## src/rtl/shader_swizzle_pkg.sv

```systemverilog
// Shared types for the shader swizzle unit: lane and lane-index types at the
// default geometry, plus the result-buffer occupancy encoding.
package shader_pkg;

  localparam int SHADER_CHANNELS = 4;
  localparam int SHADER_WIDTH    = 4;
  localparam int SHADER_IDX_W    = $clog2(SHADER_CHANNELS);

  typedef logic [SHADER_WIDTH-1:0] lane_t;
  typedef logic [SHADER_IDX_W-1:0] lane_idx_t;

  // Occupancy of the 2-entry in-order result buffer.
  typedef enum logic [1:0] {
    EMPTY = 2'd0,
    ONE   = 2'd1,
    FULL  = 2'd2
  } buf_state_e;

endpackage

```

## src/rtl/shader_swizzle_lane.sv

```systemverilog
// One output lane of the swizzle: pick a source lane by index, optionally
// negate it, and fall back to the prior destination lane when masked.
// Optional feature macro: SHADER_SWIZZLE_NEGATE_EN (adds the negate path).
module shader_swizzle_lane
  import shader_pkg::*;
#(
  parameter int CHANNELS = 4,
  parameter int WIDTH    = 4,
  localparam int IDX_W   = $clog2(CHANNELS)
) (
  input  logic [CHANNELS*WIDTH-1:0] src,
  input  logic [WIDTH-1:0]          dst,
  input  logic [IDX_W-1:0]          sel,
  input  logic                      wmask,
`ifdef SHADER_SWIZZLE_NEGATE_EN
  input  logic                      neg,
`endif
  output logic [WIDTH-1:0]          res
);

  logic [WIDTH-1:0] picked;
  logic [WIDTH-1:0] written;

  assign picked = src[int'(sel)*WIDTH +: WIDTH];

`ifdef SHADER_SWIZZLE_NEGATE_EN
  // Two's-complement negate wraps modulo 2^WIDTH; only the written path sees it.
  always_comb begin
    written = neg ? (~picked + {{(WIDTH-1){1'b0}}, 1'b1}) : picked;
  end
`else
  // Without the negate feature the selected lane is written unchanged.
  always_comb begin
    written = picked;
  end
`endif

  // Masked lanes keep the prior destination value untouched.
  always_comb begin
    res = wmask ? written : dst;
  end

endmodule

```

## src/rtl/shader_swizzle.sv

```systemverilog
// Shader swizzle unit: per-lane source select / write mask (and optional
// negate), with results captured at acceptance into a 2-entry in-order buffer.
// m_data comes straight from the head register; s_ready is registered.
// Optional feature macro: SHADER_SWIZZLE_NEGATE_EN (honours s_neg).
module shader_swizzle
  import shader_pkg::*;
#(
  parameter int CHANNELS = 4,
  parameter int WIDTH    = 4
) (
  input  logic                                aclk,
  input  logic                                aresetn,
  input  logic                                s_valid,
  output logic                                s_ready,
  input  logic [CHANNELS*WIDTH-1:0]           s_src,
  input  logic [CHANNELS*WIDTH-1:0]           s_dst,
  input  logic [CHANNELS*$clog2(CHANNELS)-1:0] s_map,
  input  logic [CHANNELS-1:0]                 s_wmask,
  input  logic [CHANNELS-1:0]                 s_neg,
  output logic                                m_valid,
  input  logic                                m_ready,
  output logic [CHANNELS*WIDTH-1:0]           m_data
);

  localparam int IDX_W = $clog2(CHANNELS);
  localparam int DW    = CHANNELS * WIDTH;

  logic [DW-1:0] result;
  logic [DW-1:0] head_q;
  logic [DW-1:0] tail_q;
  logic          ready_q;
  buf_state_e    state_q;
  buf_state_e    state_d;
  logic          accept;
  logic          pop;

  for (genvar i = 0; i < CHANNELS; i++) begin : g_lane
    shader_swizzle_lane #(
      .CHANNELS (CHANNELS),
      .WIDTH    (WIDTH)
    ) u_lane (
      .src   (s_src),
      .dst   (s_dst[i*WIDTH +: WIDTH]),
      .sel   (s_map[i*IDX_W +: IDX_W]),
      .wmask (s_wmask[i]),
`ifdef SHADER_SWIZZLE_NEGATE_EN
      .neg   (s_neg[i]),
`endif
      .res   (result[i*WIDTH +: WIDTH])
    );
  end

`ifndef SHADER_SWIZZLE_NEGATE_EN
  // s_neg has no effect in this build; fold it into a deliberately dead net.
  logic unused_neg;
  assign unused_neg = ^s_neg;
`endif

  assign accept  = s_valid & ready_q;
  assign pop     = m_valid & m_ready;
  assign s_ready = ready_q;
  assign m_valid = (state_q != EMPTY);
  assign m_data  = head_q;

  // Next occupancy: accept-only grows, pop-only shrinks, both together hold.
  always_comb begin
    // NOTE: default first so every path assigns state_d and no latch is inferred.
    state_d = state_q;
    case (state_q)
      EMPTY: if (accept) state_d = ONE;
      ONE: begin
        if (accept && !pop)      state_d = FULL;
        else if (!accept && pop) state_d = EMPTY;
      end
      FULL:  if (pop) state_d = ONE;
      default: state_d = EMPTY;
    endcase
  end

  // Buffer registers: head feeds m_data, tail holds the second result.
  always_ff @(posedge aclk) begin
    if (!aresetn) begin
      // NOTE: non-blocking assignments so every register samples pre-edge values.
      state_q <= EMPTY;
      ready_q <= 1'b0;
      // NOTE: head must clear because it drives m_data directly; tail is cleared
      // too so a discarded entry can never resurface after reset.
      head_q  <= '0;
      tail_q  <= '0;
    end else begin
      state_q <= state_d;
      ready_q <= (state_d != FULL);
      case (state_q)
        EMPTY: if (accept) head_q <= result;
        ONE: begin
          if (accept && pop) head_q <= result;
          else if (accept)   tail_q <= result;
        end
        FULL:  if (pop) head_q <= tail_q;
        default: ;
      endcase
    end
  end

endmodule

```

## config.mk

```make
export PLATFORM = sky130hd
export DESIGN_NAME = shader_swizzle
export DESIGN_NICKNAME = d
export VERILOG_FILES = /design/src/rtl/shader_swizzle_pkg.sv /design/src/rtl/shader_swizzle_lane.sv /design/src/rtl/shader_swizzle.sv
export SDC_FILE = /design/constraint.sdc
export NUM_CORES = 1
export LEC_CHECK = 0
export BUFFER_PORTS_ARGS = -buffer_cell sky130_fd_sc_hd__buf_2
export CAP_MARGIN = 20
export CORE_UTILIZATION = 40
export CTS_CLUSTER_SIZE = 40
export DETAILED_ROUTE_END_ITERATION = 7
export PLACE_DENSITY_LB_ADDON = 0.15
export SLEW_MARGIN = 0
export SYNTH_ARGS = -nofsm -noshare
export SYNTH_HDL_FRONTEND = slang
export SYNTH_SLANG_ARGS = --single-unit
```

## constraint.sdc

```tcl
create_clock -name aclk -period 1.7 [get_ports aclk]
set_input_delay 0.17 -clock aclk [delete_from_list [all_inputs] [get_ports aclk]]
set_output_delay 0.17 -clock aclk [all_outputs]
set_load 0.05 [all_outputs]
```

==> impl_metrics.json, run 1 <==
{
  "status": "finished clean",
  "synthDistinctLibCells": 24,
  "place.gp.congestion": 0.797,
  "die_h_um": 72.4,
  "worstSetupStartpointType": "register",
  "setup_tns_ns": 0,
  "drt-initial-drc-count": 145,
  "syn_inst": 195,
  "yosys_warnings": 0,
  "p_int_uw": 1510,
  "core_area_mm2": 0.00475,
  "diodes": 0,
  "cts_root_buf": "clkbuf_8",
  "vias": 1805,
  "path_buf_inv": 0,
  "relSlewSlack_pct": 72.4,
  "die_area_mm2": 0.00524,
  "worstPathRequired_ns": 1.93,
  "postLayoutSetupSlackWorst_ns": 0.235,
  "gr-total-overflow": 0,
  "yosysTopAreaCellShare_pct": 35.4,
  "drtAntennaViolNets": 0,
  "cap_violations": 0,
  "cts_sinks": 35,
  "crit_slowest_cell": "and2_2",
  "hold_viol_final": 0,
  "worst_path_largest_cell_delay_ns": 0.41,
  "power.leakage_uw": 0.00113,
  "nets": 309,
  "rows": 25,
  "netlist_top_cells_area": "dfxtp_1 (35%), mux4_1 (20%), a31oi_1 (10%), a22o_1 (7.1%), nand2b_1 (5.4%)",
  "crit_family": "simple AND/OR/NAND/NOR gates",
  "cellPowerDensity_mw_per_mm2": 844,
  "fin_util_pct": 51.8,
  "grt_pass1_wl_um": 7800,
  "min_from": "m_ready",
  "numCtsBuffers": 5,
  "routed_wl_um": 4690,
  "cts_resized": 0,
  "ir_drop_mv": 0.575,
  "vias_per_cell": 5.55,
  "p_switching_uw": 569,
  "h-tree-depth": 2,
  "pre_cts_slack_ns": 0.120,
  "crit_type": "register to register",
  "track_usage_pct": 19.5,
  "power_frac_seq_pct": 42.0,
  "r2r_start": "state_q[0]$_SDFF_PN0_",
  "postCtsSetupBuffers": 0,
  "pwr-share-clk_pct": 37.3,
  "yosys.area.top_type": "dfxtp_1",
  "rsz0062_at_grt": "no",
  "endpoint_kind": "register",
  "switching_share_pct": 27.4,
  "ys_ff_latch": 35,
  "fin_skew_ns": 0.00553,
  "cts_hold_buf": 0,
  "firstDrtPassIters": 4,
  "antenna_found_initial": 0,
  "chipWidth_um": 72.4,
  "grt_pass1_vias": 1636,
  "hpwlAfterDp_um": 3530,
  "cts_tree": "built",
  "timing.final.crit_share_pct": 86.2,
  "clock_latency_ns": 0.28,
  "drc_errors": 0,
  "hold_path.class": "input port to register",
  "synth_area_per_cell_um2": 10.2,
  "combPwrFrac_pct": 20.7,
  "cp_cell_sequence": "nor2b_2, o31ai_2, and2_2, a22o_1",
  "port_buffers": 65,
  "worst_slew_pin_slew_ns": 0.413,
  "ioPinCount": 70,
  "drive_gt1_share_pct": 31.8,
  "max_freq_mhz": 683,
  "clockBufferDepth": 2,
  "totalPowerFinal_uw": 2080,
  "crit_arrival_ns": 1.69,
  "clk_pin_slew_ns": 0.07,
  "slew_violations": 0,
  "critPathLaunch": "state_q[0]$_SDFF_PN0_",
  "crit_path_max_fanout": 16,
  "post_drt_wl_per_cell_um": 14.4,
  "finalSetupViolations": 0,
  "finalHoldWorstSlack_ns": 0.179,
  "synth_nets": 247,
  "ys_seq_area_share_pct": 35.4,
  "start_util_pct": 41.7,
  "fin_crit_ns": 1.46,
  "grt_max_degree": 34,
  "area_delta_synth_final_pct": 24.3,
  "synth_area_mm2": 0.00198
}
## layout make-up
cell class | instances | area (µm²)
Multi-Input combinational cell | 146 | 1180
Clock inverter | 2 | 35.0
Sequential cell | 35 | 701
Clock buffer | 6 | 82.6
Fill cell | 467 | 2290
Tap cell | 67 | 83.8
Timing Repair Buffer | 68 | 373
Inverter | 1 | 3.75
## stage by stage
step,cells,instance area (µm²)
6_report,325,2460
3_3_place_gp,317,2340
2_1_floorplan,195,1980
3_5_place_dp,317,2340
4_1_cts,325,2450
5_1_grt,325,2460
## cells by family (layout without fill, tap and decap cells)
group / count (synthesis) / after routing / synth area share (%)
multiplexers: 17 / 17 / 21.5
AO/OA/AOI/OAI: 68 / 68 / 22.8
AND/OR/NAND/NOR: 61 / 61 / 15.0
flip-flops: 35 / 35 / 35.4
buffers and inverters: 14 / 77 / 5.24
## flip-flops by register name (all words and copies together) (netlist names)
name     flops
tail_q      16
m_data      16
state_q      2
s_ready      1
## power groups by stage
stage | clock network (µW) | logic, µW | registers, µW
3_5_place_dp | 0 | 429 | 890
6_report | 776 | 430 | 872
3_3_place_gp | 0 | 426 | 890
4_1_cts | 784 | 430 | 872
5_1_grt | 830 | 465 | 876
2_1_floorplan | 0 | 202 | 972
## worst register-to-register path, delay by kind of cell, from the launching register on
family | cells | cell delay, ns
and+or+nand+nor | 2 | 0.59
AOI/OAI and AO/OA | 2 | 0.47
DFF | 1 | 0.35
## metal layers
metal	track usage, %	part of all wire [%]
met1	27.3	48
met2	30.1	45
met5	0	0
met3	5.14	6.0
met4	5.23	0.53
## Yosys cell counts
master / number
a21oi_1: 2
a22o_1: 16
a31oi_1: 32
and2_1: 3
and3b_1: 1
buf_2: 5
buf_6: 6
clkbuf_1: 2
dfxtp_1: 35
inv_1: 1
mux2i_1: 1
mux4_1: 15
mux4_2: 1
nand2_1: 18
nand2b_1: 17
nand3b_1: 1
nor2_1: 18
nor2_2: 1
nor2b_2: 1
o21ai_0: 15
o21ai_1: 1
o22a_1: 1
o31ai_2: 1
or2_2: 1
## final timing paths
check | to | cells past startpoint | slack, ns
max | m_data[6]$_SDFFE_PN0P_ | 4 | 0.24
max reg2reg | m_data[6]$_SDFFE_PN0P_ | 4 | 0.24
min reg2reg | m_data[1]$_SDFFE_PN0P_ | 1 | 0.47
min | s_ready$_SDFF_PN0_ | 3 | 0.18
## layout by cell type (no fill, tap or decap), drive strengths merged
cell / instances
buf: 68
dfxtp: 35
a31oi: 32
nor2: 19
nand2: 18
nand2b: 17
a22o: 16
mux4: 16
o21ai: 16
clkbuf: 6
and2: 3
a21oi: 2
or2: 1
inv: 1
nor2b: 1
nand3b: 1
o31ai: 1
and3b: 1
mux2i: 1
o22a: 1
bufinv: 1
clkinv: 1
Power figures use the tool's default switching activity.
==> run 2: changes to the inputs <==
--- a/config.mk
+++ b/config.mk
@@ -5,6 +5,7 @@
 export SDC_FILE = /design/constraint.sdc
 export NUM_CORES = 1
 export LEC_CHECK = 0
+export ABC_AREA = 1
 export BUFFER_PORTS_ARGS = -buffer_cell sky130_fd_sc_hd__buf_2
 export CAP_MARGIN = 20
 export CORE_UTILIZATION = 40
==> run 2 against run 1 <==
- clock skew fell by 0.00079 ns
- wire length rose by 30%
- largest power group unchanged
- setup slack improved by 0.12 ns
- critical path depth rose by 3
- clock-buffer cell count did not move
- synthesized area rose by 16%
- clock power fell by 23%
==> impl_metrics.json, run 2 <==
{
  "status": "finished clean",
  "port_buffers": 65,
  "cts_sinks": 35,
  "nets": 476,
  "yosysTopAreaCellShare_pct": 30.6,
  "cts_root_buf": "clkbuf_8",
  "finalSetupViolations": 0,
  "yosys_warnings": 0,
  "synth_area_mm2": 0.00229,
  "clock_latency_ns": 0.29,
  "crit_type": "register to register",
  "relSlewSlack_pct": 63.3,
  "drc_errors": 0,
  "post_drt_wl_per_cell_um": 12.3,
  "ir_drop_mv": 0.352,
  "synth_nets": 416,
  "netlist_top_cells_area": "dfxtp_1 (31%), nand2_1 (19%), nand3_1 (14%), a21oi_2 (7.7%), inv_1 (7.4%)",
  "placed_cells": 489,
  "fin_util_pct": 49.5,
  "drt-initial-drc-count": 126,
  "crit_path_max_fanout": 33,
  "h-tree-depth": 2,
  "antenna_found_initial": 0,
  "worstPathRequired_ns": 1.88,
  "worstSetupStartpointType": "register",
  "synth_commonest_cells": "nand2_1 (113), nand3_1 (65), inv_1 (45)",
  "synth_area_per_cell_um2": 6.29,
  "grt_pass1_wl_um": 10500,
  "crit_slowest_cell": "dfxtp_1",
  "clk_pin_slew_ns": 0.07,
  "slew_violations": 0,
  "combPwrFrac_pct": 27.8,
  "start_util_pct": 41.6,
  "area_delta_synth_final_pct": 19.1,
  "max_freq_mhz": 742,
  "diodes": 0,
  "switching_share_pct": 34.9,
  "chipWidth_um": 77.6,
  "core_area_mm2": 0.00551,
  "synth_ff_type": "dfxtp_1",
  "power.leakage_uw": 0.00148,
  "cts_resized": 0,
  "worst_path_largest_cell_delay_ns": 0.43,
  "power_frac_seq_pct": 43.0,
  "totalPowerFinal_uw": 2040,
  "gr-total-overflow": 0,
  "ioPinCount": 70,
  "syn_inst": 364,
  "fin_crit_ns": 1.35,
  "grt_max_degree": 34,
  "p_int_uw": 1330,
  "rows": 27,
  "synth_edf_count": 0,
  "ys_seq_area_share_pct": 30.6,
  "cts_tree": "built",
  "hold_path.class": "input port to register",
  "worst_slew_pin_slew_ns": 0.551,
  "routed_wl_um": 6110,
  "timing.final.crit_share_pct": 79.3,
  "cap_violations": 0,
  "hold_viol_final": 0,
  "async_flop_share_pct": 0,
  "firstDrtPassIters": 4,
  "final_common_cell": "nand2_1",
  "vias": 2438,
  "track_usage_pct": 22.1,
  "p_switching_uw": 713,
  "crit_arrival_ns": 1.53,
  "pwr-share-clk_pct": 29.2,
  "setup_tns_ns": 0,
  "yosys.area.top_type": "dfxtp_1",
  "endpoint_kind": "register",
  "grt_pass1_vias": 2197,
  "place.gp.congestion": 0.864,
  "die_area_mm2": 0.00603,
  "synthDistinctLibCells": 20,
  "cts_hold_buf": 0,
  "fin_cells": 497,
  "cellPowerDensity_mw_per_mm2": 749,
  "numCtsBuffers": 5,
  "drive_gt1_share_pct": 27.5,
  "ys_ff_latch": 35,
  "clockBufferDepth": 2,
  "die_h_um": 77.6,
  "fin_skew_ns": 0.00474,
  "synth.most_common_cell": "nand2_1",
  "rsz0062_at_grt": "no",
  "cp_cell_sequence": "inv_1, nand2_2, nand2_2, nand2_4, nand2_1, nand2_1, a21oi_1",
  "hpwlAfterDp_um": 4400,
  "vias_per_cell": 4.91,
  "final_cell_mix": "nand2_1 (113), nand3_1 (65), buf_2 (65), inv_1 (45), dfxtp_1 (35)",
  "drtAntennaViolNets": 0,
  "postCtsSetupBuffers": 0
}
==> run 2: layout make-up <==
class | count | area (µm²)
inverters | 46 | 173
repair buffers | 68 | 360
fillers | 616 | 2780
flip-flops and latches | 35 | 701
well taps | 72 | 90.1
clock buffers | 6 | 72.6
multi-input cells | 268 | 1320
clock inverters | 2 | 12.5
==> run 2: cells by family (layout without fill, tap and decap cells) <==
family,Yosys count,in the layout,share of synthesized area (%)
and+or+nand+nor,201,201,39.4
AOI/OAI and AO/OA,67,67,18.2
buffers and inverters,61,122,11.8
DFF,35,35,30.6
==> run 2: path summary, 6_finish.rpt <==
check / start / end / slack, ns / cells past startpoint
hold / removal: m_ready / state_q[1]$_SDFF_PN0_ / 0.23 / 4
hold reg to reg: m_data[5]$_SDFFE_PN0P_ / m_data[5]$_SDFFE_PN0P_ / 0.51 / 4
setup / recovery: state_q[1]$_SDFF_PN0_ / m_data[8]$_SDFFE_PN0P_ / 0.35 / 7
setup reg to reg: state_q[1]$_SDFF_PN0_ / m_data[8]$_SDFFE_PN0P_ / 0.35 / 7
==> run 2: power groups by stage <==
stage               Sequential, µW  Combinational (µW)  Clock [µW]
global placement               897                 561           0
finish                         878                 567         596
detailed placement             897                 567           0
CTS                            878                 568         610
floorplan                     1010                 308           0
global route                   883                 636         654
==> run 2: critical path: cells and delay by family (launching register included) <==
family | cells | cell delay (ns)
simple gates | 5 | 0.67
flops | 1 | 0.43
buf+inv | 1 | 0.10
compound gates | 1 | 0.04
==> run 2: stage by stage <==
| step | area, µm² | setup slack, ns | hold WS (ns) |
|---|---|---|---|
| floorplan | 2290 | 0.167 | 0.308 |
| global placement | 2640 | 0.372 | 0.503 |
| detailed placement | 2640 | 0.346 | 0.507 |
| CTS | 2730 | 0.333 | 0.225 |
| global route | 2730 | 0.188 | 0.248 |
| finish | 2730 | 0.351 | 0.227 |
==> run 2: metal layers <==
metal	global-route usage [%]	part of all wire [%]
met4	5.66	1.1
met5	0	0
met1	33.5	51
met3	3.76	5.6
met2	31.9	42
